File: config.mk
export PLATFORM = sky130hd
export DESIGN_NAME = usb_uart_cmd_bridge
export DESIGN_NICKNAME = d
export VERILOG_FILES = /design/src/rtl/usb_uart_cmd_bridge.sv
export SDC_FILE = /design/constraint.sdc
export NUM_CORES = 1
export LEC_CHECK = 0
export ABC_CLOCK_PERIOD_IN_PS = 2600
export BUFFER_PORTS_ARGS = -buffer_cell sky130_fd_sc_hd__buf_2
export CORE_MARGIN = 2
export CORE_UTILIZATION = 50
export DETAILED_ROUTE_END_ITERATION = 12
export PLACE_DENSITY = 0.75
export SLEW_MARGIN = 15
export SYNTH_ARGS = -nofsm -noshare
export SYNTH_HDL_FRONTEND = slang
export SYNTH_SLANG_ARGS = --single-unit
File: constraint.sdc
create_clock -name clk_48mhz -period 2.6 [get_ports clk_48mhz]
set_input_delay 0 -clock clk_48mhz [delete_from_list [all_inputs] [get_ports clk_48mhz]]
set_output_delay 0 -clock clk_48mhz [all_outputs]
set_load 0.01 [all_outputs]
File: src/rtl/usb_uart_cmd_bridge.sv
// Command bridge: parses framed R/W commands from the USB UART byte stream, runs one register-bus access, streams the reply back.
// Optional inter-byte idle abort is compiled in with `define BRIDGE_RX_TIMEOUT_EN.
module usb_uart_cmd_bridge #(
  parameter int unsigned ADDR_BYTES  = 2,
  parameter int unsigned DATA_BYTES  = 4,
  parameter int unsigned BUS_TIMEOUT = 1024,
  parameter int unsigned RX_TIMEOUT  = 48000
) (
  input  logic                    clk_48mhz,
  input  logic                    reset,
  input  logic [7:0]              rx_data,
  input  logic                    rx_valid,
  output logic                    rx_ready,
  output logic [7:0]              tx_data,
  output logic                    tx_valid,
  input  logic                    tx_ready,
  output logic                    bus_req,
  output logic                    bus_we,
  output logic [8*ADDR_BYTES-1:0] bus_addr,
  output logic [8*DATA_BYTES-1:0] bus_wdata,
  input  logic [8*DATA_BYTES-1:0] bus_rdata,
  input  logic                    bus_ack
);

  localparam int unsigned AW   = 8 * ADDR_BYTES;
  localparam int unsigned DW   = 8 * DATA_BYTES;
  localparam int unsigned MAXB = (ADDR_BYTES > DATA_BYTES) ? ADDR_BYTES : DATA_BYTES;
  localparam int unsigned BCW  = $clog2(MAXB + 1);
  localparam int unsigned TOW  = $clog2(BUS_TIMEOUT + 1);

  localparam logic [7:0] CMD_W = 8'h57;
  localparam logic [7:0] CMD_R = 8'h52;
  localparam logic [7:0] RSP_K = 8'h4B;
  localparam logic [7:0] RSP_E = 8'h45;
  localparam logic [7:0] RSP_T = 8'h54;

  localparam logic [2:0] IDLE     = 3'd0;
  localparam logic [2:0] GET_ADDR = 3'd1;
  localparam logic [2:0] GET_DATA = 3'd2;
  localparam logic [2:0] BUS      = 3'd3;
  localparam logic [2:0] SEND     = 3'd4;

  logic [2:0]     state, state_nxt;
  logic [BCW-1:0] byte_cnt, byte_cnt_nxt;
  logic [TOW-1:0] to_cnt, to_cnt_nxt;
  logic [DW-1:0]  resp, resp_nxt;
  logic [7:0]     tx_data_nxt;
  logic           rx_ready_nxt, tx_valid_nxt, bus_req_nxt, bus_we_nxt;
  logic [AW-1:0]  bus_addr_nxt;
  logic [DW-1:0]  bus_wdata_nxt;
  logic           rx_byte, tx_done;

`ifdef BRIDGE_RX_TIMEOUT_EN
  localparam int unsigned RIW = $clog2(RX_TIMEOUT + 1);
  logic [RIW-1:0] rx_idle, rx_idle_nxt;
`endif

  assign rx_byte = rx_valid && rx_ready;
  assign tx_done = tx_valid && tx_ready;

  // State and registered outputs
  always_ff @(posedge clk_48mhz or posedge reset) begin
    if (reset) begin
      state     <= IDLE;
      byte_cnt  <= '0;
      to_cnt    <= '0;
      resp      <= '0;
      rx_ready  <= 1'b0;
      tx_valid  <= 1'b0;
      tx_data   <= 8'h00;
      bus_req   <= 1'b0;
      bus_we    <= 1'b0;
      bus_addr  <= '0;
      bus_wdata <= '0;
`ifdef BRIDGE_RX_TIMEOUT_EN
      rx_idle   <= '0;
`endif
    end else begin
      state     <= state_nxt;
      byte_cnt  <= byte_cnt_nxt;
      to_cnt    <= to_cnt_nxt;
      resp      <= resp_nxt;
      rx_ready  <= rx_ready_nxt;
      tx_valid  <= tx_valid_nxt;
      tx_data   <= tx_data_nxt;
      bus_req   <= bus_req_nxt;
      bus_we    <= bus_we_nxt;
      bus_addr  <= bus_addr_nxt;
      bus_wdata <= bus_wdata_nxt;
`ifdef BRIDGE_RX_TIMEOUT_EN
      rx_idle   <= rx_idle_nxt;
`endif
    end
  end

  // Next-state and next-output decode
  always_comb begin
    state_nxt     = state;
    byte_cnt_nxt  = byte_cnt;
    to_cnt_nxt    = to_cnt;
    resp_nxt      = resp;
    tx_data_nxt   = tx_data;
    bus_we_nxt    = bus_we;
    bus_addr_nxt  = bus_addr;
    bus_wdata_nxt = bus_wdata;
`ifdef BRIDGE_RX_TIMEOUT_EN
    rx_idle_nxt   = '0;
`endif

    case (state)
      IDLE: begin
        if (rx_byte) begin
          if (rx_data == CMD_W || rx_data == CMD_R) begin
            state_nxt     = GET_ADDR;
            bus_we_nxt    = (rx_data == CMD_W);
            bus_addr_nxt  = '0;
            bus_wdata_nxt = '0;
            byte_cnt_nxt  = '0;
          end else begin
            state_nxt    = SEND;
            tx_data_nxt  = RSP_E;
            byte_cnt_nxt = '0;
          end
        end
      end
      GET_ADDR: begin
        if (rx_byte) begin
          bus_addr_nxt = (bus_addr << 8) | AW'(rx_data);
          if (byte_cnt == BCW'(ADDR_BYTES - 1)) begin
            byte_cnt_nxt = '0;
            to_cnt_nxt   = '0;
            state_nxt    = bus_we ? GET_DATA : BUS;
          end else begin
            byte_cnt_nxt = byte_cnt + 1'b1;
          end
        end
      end
      GET_DATA: begin
        if (rx_byte) begin
          bus_wdata_nxt = (bus_wdata << 8) | DW'(rx_data);
          if (byte_cnt == BCW'(DATA_BYTES - 1)) begin
            byte_cnt_nxt = '0;
            to_cnt_nxt   = '0;
            state_nxt    = BUS;
          end else begin
            byte_cnt_nxt = byte_cnt + 1'b1;
          end
        end
      end
      BUS: begin
        // ack beats a timeout landing on the same cycle
        if (bus_ack) begin
          state_nxt = SEND;
          if (bus_we) begin
            tx_data_nxt  = RSP_K;
            byte_cnt_nxt = '0;
          end else begin
            tx_data_nxt  = bus_rdata[DW-1 -: 8];
            resp_nxt     = bus_rdata << 8;
            byte_cnt_nxt = BCW'(DATA_BYTES - 1);
          end
        end else if (to_cnt == TOW'(BUS_TIMEOUT - 1)) begin
          state_nxt    = SEND;
          tx_data_nxt  = RSP_T;
          byte_cnt_nxt = '0;
        end else begin
          to_cnt_nxt = to_cnt + 1'b1;
        end
      end
      SEND: begin
        // byte_cnt holds the number of bytes still to follow the current one
        if (tx_done) begin
          if (byte_cnt == '0) begin
            state_nxt = IDLE;
          end else begin
            tx_data_nxt  = resp[DW-1 -: 8];
            resp_nxt     = resp << 8;
            byte_cnt_nxt = byte_cnt - 1'b1;
          end
        end
      end
      default: state_nxt = IDLE;
    endcase

`ifdef BRIDGE_RX_TIMEOUT_EN
    // Abandon a stalled partial frame silently
    if ((state == GET_ADDR || state == GET_DATA) && !rx_byte) begin
      if (rx_idle == RIW'(RX_TIMEOUT - 1)) begin
        state_nxt    = IDLE;
        byte_cnt_nxt = '0;
      end else begin
        rx_idle_nxt = rx_idle + 1'b1;
      end
    end
`endif

    rx_ready_nxt = (state_nxt == IDLE) || (state_nxt == GET_ADDR) || (state_nxt == GET_DATA);
    tx_valid_nxt = (state_nxt == SEND);
    bus_req_nxt  = (state_nxt == BUS);
  end

endmodule

### After elaboration in Yosys (flattened, before gate mapping)

Index checks and enable logic that the tools add are counted.

* logic and storage cells: 115
* flip-flop bits (word level): 109
* input bits: 45
* output and inout port bits: 60

* multiplexer cells: 51
* bitwise operators: 2
* add/subtract/negate cells: 3
* reductions and logical operators: 21
* eq/ne operators: 27

Operators by type and width (number)
* $mux 32: 7
* $pmux 32 s2: 2
* $mux 11: 6
* $mux 3: 19
* $mux 8: 7
* $mux 16: 3
* $pmux 11 s3: 1
* $or 32x8->32: 1
* $pmux 16 s2: 1
* $pmux 3 s5: 2
* $ne 2x2->1 const B: 13
* $pmux 8 s3: 1
* $eq 8x7->1 const B: 2
* $or 16x8->16: 1
* $eq 3x2->1 const B: 5
* $reduce_and 7->1: 2
* $add 11x1->11 const B: 1
* $eq 11x10->1 const B: 1
* $eq 3x1->1 const B: 3
* $logic_not 3->1: 3
* $reduce_and 4->1: 2
* $eq 3x3->1 const B: 2
* $reduce_and 6->1: 1
* $reduce_bool 2->1: 3
* 11 further kinds: 15

### Longest topological paths before layout

* depth after elaboration: 8
* gate-level depth with buffers: 7
* depth with buffers taken out: 7

### Worst setup path before layout

OpenSTA, ideal clock, no wires.

* path kind: register to register
* from: register byte_cnt[0]
* to: register byte_cnt[0]
* setup time: 125 ps
* slack: 630 ps
* arrival time: 1845 ps
* stages on the path, launching flop included: 7
* buffers on the path: 0
* path through: dfrtp_1 -> inv_1 -> ha_1 -> or2b_1 -> a311oi_1 -> a211o_2 -> mux2_2

* word-level cells in the longest chain between the ends: 4

RTL lines
* start: declaration: RTL line 44 `logic [BCW-1:0] byte_cnt, byte_cnt_nxt;`
* start signal: assignment: RTL line 80 `byte_cnt <= byte_cnt_nxt;`
* $sub 3x1->3, or another cell as far along: RTL line 178 `byte_cnt_nxt = byte_cnt - 1'b1;`
* $mux 3, on equally long branches: RTL line 173, 129, 141
* $mux 3, on equally long branches: RTL line 172, 127, 139
* $pmux 3 s5: RTL line 110 `case (state)`

Several ways; a longest one is shown, not always the timed one. The select of a mux whose other input is x is not followed.
A chain may end at the register's enable or synchronous reset.

### Worst setup path after layout

* from: register state[0]
* to: register resp[21]

* word-level cells in the longest chain between the ends: 3

RTL lines
* start: declaration: RTL line 43 `logic [2:0] state, state_nxt;`
* start signal: assignment: RTL line 79 `state <= state_nxt;`
* $eq 3x3->1 or $eq 3x2->1 (tied branches): RTL line 110
* $ne 2x2->1 (no source line) or $reduce_bool 2->1 (tied branches)
* $reduce_and 5->1 (no source line)
* end signal: assignment: RTL line 82 `resp <= resp_nxt;`
* end: declaration: RTL line 46 `logic [DW-1:0] resp, resp_nxt;`

Several ways; a longest one is shown, not always the timed one.

==> summary.txt <==
Status
  – Status: finished, final reports clean

Power and ir drop
  – Pwr per Cell Area: between 900 and 1000 mW/mm²
  – Static Leak: slightly below 3 nW
  – Sequential power share: 46.4%
  – Comb power frac: 37.1%
  – Clk pwr share: approximately 17%
  – Switching fraction of total power: 39.0%
  – Internal power: 3.63 mW
  – Peak supply drop: 505 µV
  – Net Sw Power: 2.32 mW

Clock network
  – Number of CTS-inserted buffers: 9
  – Postcts setup bufs: 0
  – Clock Sinks: 101
  – Reg clk slew, reported paths: 0.10 ns
  – Post_cts resized: 0
  – Root Buffer: clkbuf_8
  – Longest Clk Path Bufs: 2
  – CTS tree: done
  – Cts-stage hold buffer count: 37
  – Clk_lat worst skew: between 0.3 and 0.4 ns
  – H-tree levels: 3

Flow run
  – MaxCap Viol Count: 0

Worst setup path
  – Kind of critical path: reg2reg
  – Crit Path Max Fanout: 24
  – CP Capture Type: flop
  – Required time worst endpoint: 2.88 ns
  – CP arrival: between 2 and 2.5 ns
  – CP Launch Type: flop

Layout
  – ANT cells: 0
  – Final Net Count: 717
  – Ratio of cells with drive above 1 in the final layout: 26.4%
  – Synth-to-layout area growth: 23.2%
  – Fin util: 62.9%
  – # fillers: 872

STA
  – Setup violators final: 0
  – Min Clock Period, post-route: 2.18 ns
  – Peak Freq: 0.459 GHz
  – Relative slew slack: 37.7%
  – Setup TNS: 0 ns
  – Final hold violation count: 0
  – Least-Margin Pin Slew: 0.932 ns
  – Slew Limit Fails: 0
  – Clock skew: around 0.016 ns
  – RSZ-0062 raised after global routing: false
  – Final worst path period share: 83.8%

Synth
  – Synth warnings: 0
  – Async SR Flop Fraction: between 90% and 100%
  – Count of different cell masters after synthesis: 63
  – Synthesized area per cell: 9.88 µm²
  – Number of synthesized flops with an enable pin: 0
  – Register bit total from synthesis: around 100
  – Sequential fraction of the synthesis area: approximately 48%
  – Post-synth top flop: dfrtp_1
  – Post-synth net total: 583
  – Syn Inst Count: 531
  – Mapped Area: 0.00525 mm²

GRT
  – Total grt overflow: 0
  – Initial antenna violation count: 0
  – First-pass GRT wire length: between 20 and 25 mm
  – Total track usage: 22.5%
  – Largest net degree at the start of global routing: 45
  – Vias in the first global route: 4225

Floorplanning
  – Rows: 37
  – Area of the core: 0.0103 mm²
  – Initial Utilization: 51.1%
  – Die area: 0.0113 mm²
  – Ports: 105
  – Die Y-Extent: around 110 µm
  – Die width: 106 µm

Min path
  – Hold Path Class: in2reg

Route
  – Detailed Route Iter0 Violations: 283
  – Drt wl/cell: 15.2 µm
  – Drt first pass iters: 5
  – Wirelength, routed: 12.2 mm
  – Via/cell ratio: 5.37
  – Routed Antenna Nets: 0
  – Via count: 4329
  – Residual DRC: 0

Placed design
  – Input/output buffers: 104
  – Dpl hpwl: a little over 8 mm
  – Routability cong.: 0.894
-- power groups by stage --
stage               clock network, mW  registers (mW)  logic (mW)
finish                          0.981            2.76        2.20
global route                     1.08            2.85        2.45
CTS                              1.00            2.75        2.22
detailed placement                  0            2.77        2.17
global placement                    0            2.75        2.09
floorplan                           0            2.85        1.27
-- worst paths after layout --
| kind | start | to | slack, ns | cells past startpoint |
|---|---|---|---|---|
| hold reg to reg | tx_data[2] | tx_data[2] | 0.51 | 1 |
| max in group asynchronous | reset | bus_wdata[15] | 1.52 | 4 |
| setup / recovery | state[0] | resp[21] | 0.42 | 4 |
| min in group asynchronous | reset | resp[12] | 0.35 | 3 |
| hold / removal | bus_rdata[27] | tx_data[3] | 0.03 | 4 |
| setup reg to reg | state[0] | resp[21] | 0.42 | 4 |
-- logic make-up after synthesis --
group	after synthesis	share of synthesized area (%)
DFF	101	48.2
and+or+nand+nor	169	16.2
muxes	77	15.3
AOI/OAI and AO/OA	76	10.5
buffers and inverters	99	7.89
adders and majority gates	7	1.67
xor gates and xnor gates	2	0.334
-- worst max-delay path: stages, from the launching register on --
cell and delay, ns:
dfrtp_1 0.72, nand2b_1 0.21, nor2_1 0.20, a31o_2 0.52, mux2_2 0.41
-- cells in the final DEF, fill, tap and decap left out, types with 3 or more instances in the layout --
cell type	n
buf_2	104
dfrtp_1	101
nand2_1	96
inv_1	70
mux2i_1	51
dlygate4sd3_1	37
o21ai_0	30
mux2_2	26
nand3_1	16
nor2_1	11
clkbuf_8	9
nand2b_1	8
buf_4	8
ha_1	7
o211ai_1	6
a22o_1	5
nand3b_1	4
a31oi_1	4
inv_6	4
o41ai_1	3
nor3_1	3
or4_1	3
nand4_1	3
a21oi_1	3
-- Yosys cell counts (3+ instances only) --
library cell | n | area (µm²)
a21oi_1 | 3 | 15.0
clkbuf_1 | 14 | 52.6
ha_1 | 7 | 87.6
o211ai_1 | 6 | 45.0
dfrtp_1 | 101 | 2530
nand2_1 | 96 | 360
o41ai_1 | 3 | 26.3
nand4_1 | 3 | 18.8
nand3b_1 | 4 | 30.0
mux2i_1 | 51 | 510
a22o_1 | 5 | 43.8
a31oi_1 | 4 | 25.0
nor3_1 | 3 | 15.0
or4_1 | 3 | 22.5
inv_1 | 71 | 267
o21ai_0 | 30 | 150
nand3_1 | 16 | 80.1
buf_2 | 6 | 30.0
nand2b_1 | 8 | 50.1
mux2_2 | 26 | 293
nor2_1 | 11 | 41.3
buf_4 | 5 | 37.5
-- metrics by stage --
step / hold WS, ns / instances / setup WS [ns] / total power, mW / cell area (µm²)
floorplan: 0.137 / 531 / 0.630 / 4.12 / 5250
global placement: 0.223 / 753 / 0.511 / 4.84 / 5910
finish: 0.0254 / 806 / 0.420 / 5.95 / 6470
CTS: 0.0248 / 806 / 0.435 / 5.97 / 6470
global route: 0.0413 / 806 / 0.270 / 6.38 / 6470
detailed placement: 0.234 / 753 / 0.445 / 4.94 / 5910
-- sequential cells by signal, indices dropped and copies added, names as in the netlist --
name,count
state,3
bus_req,1
rx_ready,1
bus_addr,16
bus_we,1
bus_wdata,32
resp,24
to_cnt,11
byte_cnt,3
tx_data,8
tx_valid,1
-- per-layer routing --
metal  share of wire (%)  global-route usage [%]
met1                  44                    29.8
met2                  48                    37.0
met3                 5.6                    5.33
met4                 1.7                    6.31
met5                   0                       0
-- cell type report --
| cell class | count | area (µm²) | share of cell area (%) |
|---|---|---|---|
| Clock buffer | 9 | 124 | 1.92 |
| Clock inverter | 7 | 63.8 | 0.987 |
| Sequential cell | 101 | 2530 | 39.1 |
| Inverter | 71 | 270 | 4.18 |
| Multi-Input combinational cell | 331 | 2320 | 35.9 |
| Tap cell | 136 | 170 | 2.63 |
| Timing Repair Buffer | 151 | 991 | 15.3 |
No activity file was read; power rests on OpenSTA's default activity.
